`src/rtl/bcd_xs3_seq.sv`:
```
// Sequential BCD to Excess-3 converter.
// One digit per clock through a shared 4-bit converter, LSB digit first.
module bcd_xs3_seq #(
  parameter int NDIG = 4
) (
  input  logic              clk,
  input  logic              rst,
  input  logic              start,
  input  logic [4*NDIG-1:0] bcd_in,
  output logic              ready,
  output logic              busy,
  output logic              done,
  output logic [4*NDIG-1:0] xs3_out,
  output logic              err
);

  typedef enum logic [1:0] {
    IDLE,
    CONV,
    DONE
  } state_t;

  localparam logic [3:0] LAST = 4'(NDIG - 1);

  state_t            state;
  logic [4*NDIG-1:0] sr;
  logic [3:0]        cnt;
  logic [3:0]        dig;
  logic [3:0]        nib;
  logic              bad;

  always_comb begin
    dig = sr[3:0];
    bad = dig > 4'd9;
    nib = bad ? 4'h0 : dig + 4'd3;
  end

  always_ff @(posedge clk or posedge rst) begin
    if (rst) begin
      state   <= IDLE;
      cnt     <= '0;
      sr      <= '0;
      xs3_out <= '0;
      err     <= 1'b0;
      ready   <= 1'b1;
      busy    <= 1'b0;
      done    <= 1'b0;
    end else begin
      unique case (state)
        IDLE: begin
          if (start) begin
            sr      <= bcd_in;
            xs3_out <= '0;
            err     <= 1'b0;
            cnt     <= '0;
            state   <= CONV;
            ready   <= 1'b0;
            busy    <= 1'b1;
          end
        end
        CONV: begin
          for (int i = 0; i < NDIG; i++) begin
            if (cnt == 4'(i)) xs3_out[4*i +: 4] <= nib;
          end
          if (bad) err <= 1'b1;
          sr  <= sr >> 4;
          cnt <= cnt + 4'd1;
          if (cnt == LAST) begin
            state <= DONE;
            busy  <= 1'b0;
            done  <= 1'b1;
          end
        end
        DONE: begin
          state <= IDLE;
          done  <= 1'b0;
          ready <= 1'b1;
        end
        default: begin
          state <= IDLE;
          ready <= 1'b1;
          busy  <= 1'b0;
          done  <= 1'b0;
        end
      endcase
    end
  end

endmodule

```
`config.mk`:
```
export PLATFORM = sky130hd
export DESIGN_NAME = bcd_xs3_seq
export DESIGN_NICKNAME = d
export VERILOG_FILES = /design/src/rtl/bcd_xs3_seq.sv
export SDC_FILE = /design/constraint.sdc
export NUM_CORES = 1
export LEC_CHECK = 0
export ABC_AREA = 0
export CAP_MARGIN = 10
export CORE_ASPECT_RATIO = 1.25
export CORE_UTILIZATION = 39
export CTS_CLUSTER_DIAMETER = 100
export DETAILED_ROUTE_END_ITERATION = 10
export GPL_TIMING_DRIVEN = 0
export RECOVER_POWER = 25
export SLEW_MARGIN = 40
export SYNTH_ARGS = -nofsm -noshare
export SYNTH_HDL_FRONTEND = slang
export SYNTH_SLANG_ARGS = --single-unit
```
`constraint.sdc`:
```
create_clock -name clk -period 1.7 [get_ports clk]
set_input_delay 0.17 -clock clk [delete_from_list [all_inputs] [get_ports clk]]
set_output_delay 0.17 -clock clk [all_outputs]
set_load 0.01 [all_outputs]
```
# Word level (Yosys, flattened, before mapping)
# Index checks and enable logic that the tools add are counted.
# totals
register_bits	42
input_bits	19
output_inout_bits	20
elab_cells	64
# classes
n_addsub	2
order_cmp	1
n_eq_ne	11
n_mux	23
n_bitwise	3
n_reduce_logical	13
# ops
cell	count
$pmux W16 S2	2
$mux W16	2
$mux W4	6
$reduce_and A3 Y1	6
$ne A2 B2 Y1 const B	6
$eq A4 B2 Y1 const B	2
$pmux W4 S2	1
$reduce_and A2 Y1	4
$pmux W1 S2	3
$mux W1	5
$add A4 B1 Y4 const B	1
$add A4 B2 Y4 const B	1
$eq A4 B1 Y1 const B	1
$gt A4 B4 Y1 const B	1
$logic_not A4 Y1	1
$mux W2	2
$pmux W2 S2	1
$not A1 Y1	3
$pmux W1 S3	1
$eq A2 B1 Y1 const B	1
$eq A2 B2 Y1 const B	1
$logic_not A2 Y1	1
$reduce_bool A2 Y1	1

# Depth between registers and ports, before layout
# logic_depth
word_depth	4
ltp_mapped	5

# Worst setup path before layout
# No wires, ideal clock.
# synth_path
path_kind	register to register
from	register cnt[0]
to	register xs3_out[12]
t_arrival_ns	1.353
required_ns	1.575
setup_slack_ns	0.222
path_stages_with_launch	5
n_path_buf	0
synth_period_minus_slack_ns	1.478
cell_sequence	dfrtp_1 -> ha_1 -> nand4bb_2 -> a21oi_2 -> mux2_2
# synth_between
elab_chain_len	3
# synth_rtl
item	line	source
start, declared	27	logic [3:0] cnt;
start signal, assigned	67	cnt <= cnt + 4'd1;
$eq A4 B2 Y1	63	if (cnt == 4'(i)) xs3_out[4*i +: 4] <= nib;
$ne A2 B2 Y1 (no source line)	--	
$reduce_and A3 Y1 (no source line)	--	
end signal, assigned by index	63	
end, declared	13	output logic [4*NDIG-1:0] xs3_out,
# Every way passes these cells.
# A chain may end at the register's enable or synchronous reset.

# Final worst setup path
# layout_path
from	register cnt[0]
to	register xs3_out[14]
# The elaborated chain is that of the path after synthesis.

==> run_results.csv <==
group,metric,value,unit
status,status,"finished, final reports clean",
route,wire_per_inst,16.6,um
synth,yosysTopAreaCell,"dfrtp_1",
grt,grt.total_usage,18.8,%
layout,area_growth,27.6,%
min_path,hp-start,"start",
pwr,pwr-share-seq,36.9,%
grt,overflow,0,
synth,ys_types,39,
synth,async_reset_ff_share,100,%
pwr,clkPwrFrac,14.2,%
die,start_util,40.7,%
synth,ys_seq_elements,42,
critical_path,cp_max_fo,6,
pwr,combPwrFrac,48.9,%
synth,synthTopCellsByCount,"dfrtp_1 (41), o21ai_0 (14), nor2b_1 (13)",
critical_path,critPathArrivalTime,1800,ps
timing,setup_violations,0,
synth,ys_top_cells_by_area,"dfrtp_1 (49%), mux2_2 (4.9%), a22oi_1 (4.3%)",
grt,antenna_found_initial,0,
die,io_pins,39,
die,die-area,0.00564,mm^2
placement,pre_cts_ws,-16.3,ps
synth,avgSynthCellArea,11.4,um^2
critical_path,r2r_start,"cnt[0]$_DFFE_PP0P_",
placement,dpl_cell_area,0.00253,mm^2
layout,n_antenna_cell,0,
synth,synth_simple_gate_area_share,11.9,%
timing,tns,0,ps
pwr,ir_worst_vdd,0.000906,V
synth,yosysSeqAreaShare,50.5,%
pwr,p_int,2.92,mW
layout,multi_input_area,986,um^2
layout,drive_above_1_share,18.0,%
route,drtIter0Drc,123,
layout,nets,252,
timing,slew_headroom,41.3,%
synth,synth_xor_area_share,0.420,%
layout,final_cell_count_no_fill,290,
pwr,pwr_density_cell,1760,mW/mm^2
die,core,0.00512,mm^2
synth,synth_fa_ha_area_share,3.60,%
critical_path,critical_path_required,1880,ps
timing,drv_slew,0,
pwr,swShare,37.6,%
timing,rsz0062_at_grt,"false",
route,wirelength,4.81,mm
clock_network,root_buffer,"clkbuf_8",
clock_network,clk_pin_slew,80,ps
timing,fin_crit_sh,95.1,%
timing,fin_ws,84.1,ps
timing,timing.final.crit_period,1620,ps
route,ant_nets,0,
grt,grt_max_degree,43,
grt,grt_pass1_vias,1557,
clock_network,hold_buffers,0,
synth,synth_area,0.00208,mm^2
clock_network,insertion_delay,290,ps
synth,synth-edff-count,0,
clock_network,cts_sinks,42,
synth,synth_top_family_by_area,"compound AO/OA/AOI/OAI gates",
route,via_count,1579,
clock_network,tritoncts,"yes",
synth,postSynthCellCount,183,
placement,port_buffers,37,
route,vias_per_cell,5.44,
die,die_w,67.4,um
timing,fmax,619,MHz
synth,synth-compound-area-share,20.2,%
placement,dp.cells,282,
layout,fillCellCount,476,
grt,grt_pass1_wl,7.77,mm
clock_network,clockBufferDepth,2,
synth,synth_mux_area_share,9.48,%
critical_path,startpoint,"cnt[0]$_DFFE_PP0P_",
synth,synth_ff_type,"dfrtp_1",
synth,syn_nets,208,
layout,stdcell_area,0.00266,mm^2
min_path,hp-class,"in -> reg",
synth,yosysWarnings,0,
pwr,p_sw,1.76,mW
route,drc,0,
pwr,total_leakage_power,1.14,nW
critical_path,startpoint_type,"register",
timing,finalHoldViolations,0,
layout,register_area,0.00105,mm^2
die,rows,29,
clock_network,cts-buffers-inserted,5,
placement,place.gp.congestion,0.767,
critical_path,path_class,"reg -> reg",
synth,synth_top_area_share,49.2,%
die,die_h,83.7,um
critical_path,end_kind,"register",
clock_network,htreeDepth,2,
timing,clock_skew,4.35,ps
placement,dpl.hpwl,3.39,mm
job,drv_cap,0,
synth,yosysMostFrequentCell,"dfrtp_1",
timing,tightest_slew,881,ps
route,dr.pass1.iters,4,
-- kinds of logic (layout without fill, tap and decap cells) --
kind of cell / count (synthesis) / in the layout
XOR/XNOR: 1 / 1
AND/OR/NAND/NOR: 39 / 39
AO/OA/AOI/OAI: 60 / 60
flip-flops: 42 / 42
buffers and inverters: 17 / 62
adder cells (fa/ha/maj): 6 / 6
multiplexers: 18 / 18
-- cell usage in the layout, fill, tap and decap left out, drive strengths merged, types with 2 or more instances in the layout --
master and n:
clkbuf 9, a22oi 12, a21oi 13, o21bai 2, nor2 5, mux2i 4
mux2 14, nor3b 2, dfrtp 41, a2bb2oi 2, nand2 6, nand2b 4
inv 7, a22o 6, a31oi 3, o21ai 17, clkdlybuf4s50 36, ha 6
a211oi 2, nand3 5, buf 8, nor2b 13
-- registers in the layout, summed over array words and instances, names as in the netlist --
register and flops:
err 1, cnt 4, sr 16, busy 1, xs3_out 16, done 1, ready 1, state 2
-- worst max-delay path, cell delays in order, from the launching register on --
cell and delay [ps]:
dfrtp_1 440, ha_1 270, nand4bb_4 190, a21oi_4 240, mux2_2 350
-- layer usage --
| layer | vias to the layer above | GRT usage [%] | wire length [um] | share of wire, % |
|---|---|---|---|---|
| li1 | 748 | - | - | - |
| met1 | 771 | 24.4 | 2080 | 43 |
| met2 | 51 | 29.9 | 2400 | 50 |
| met3 | 9 | 4.10 | 252 | 5.2 |
| met4 | 0 | 6.96 | 85 | 1.8 |
| met5 | - | 0 | 0 | 0 |
-- per-stage QoR --
step	power, mW	hold WS (ps)	util [%]
global placement	3.96	480	49.5
global route	5.03	401	52.0
floorplan	3.11	310	-
finish	4.69	366	52.0
detailed placement	3.99	484	49.5
CTS	4.70	296	51.5
-- final timing paths --
| check | slack [ps] | endpoint | cells after the start |
|---|---|---|---|
| max | 80 | xs3_out[14]$_DFFE_PP0P_ | 4 |
| min | 370 | sr[11]$_DFFE_PP0P_ | 4 |
| max reg2reg | 80 | xs3_out[14]$_DFFE_PP0P_ | 4 |
| min reg2reg | 500 | xs3_out[9]$_DFFE_PP0P_ | 1 |
| max in group asynchronous | 630 | xs3_out[14]$_DFFE_PP0P_ | 2 |
| min in group asynchronous | 500 | sr[6]$_DFFE_PP0P_ | 2 |
-- what timing repair did --
action                     CTS  global route
resized for setup            1             5
hold endpoints to repair     0             0
setup endpoints to repair    5            12
setup buffers                0             0
pin swaps                    0             1
-- power by group through the flow --
stage,registers [mW],logic (mW),clock network (mW)
detailed placement,1.74,2.25,0
global route,1.78,2.52,0.727
finish,1.73,2.29,0.665
global placement,1.73,2.23,0
CTS,1.73,2.28,0.692
floorplan,1.76,1.35,0
-- final cells by class --
class,instances,share of cell area [%]
buffer,10,2.07
clock buffer,7,3.25
inverter,7,0.988
sequential,42,39.6
clock inverter,1,0.188
multi-input combinational,124,37.1
tap,62,2.92
timing repair buffer,37,13.9
Note: power is estimated with default switching activity, not from simulation.
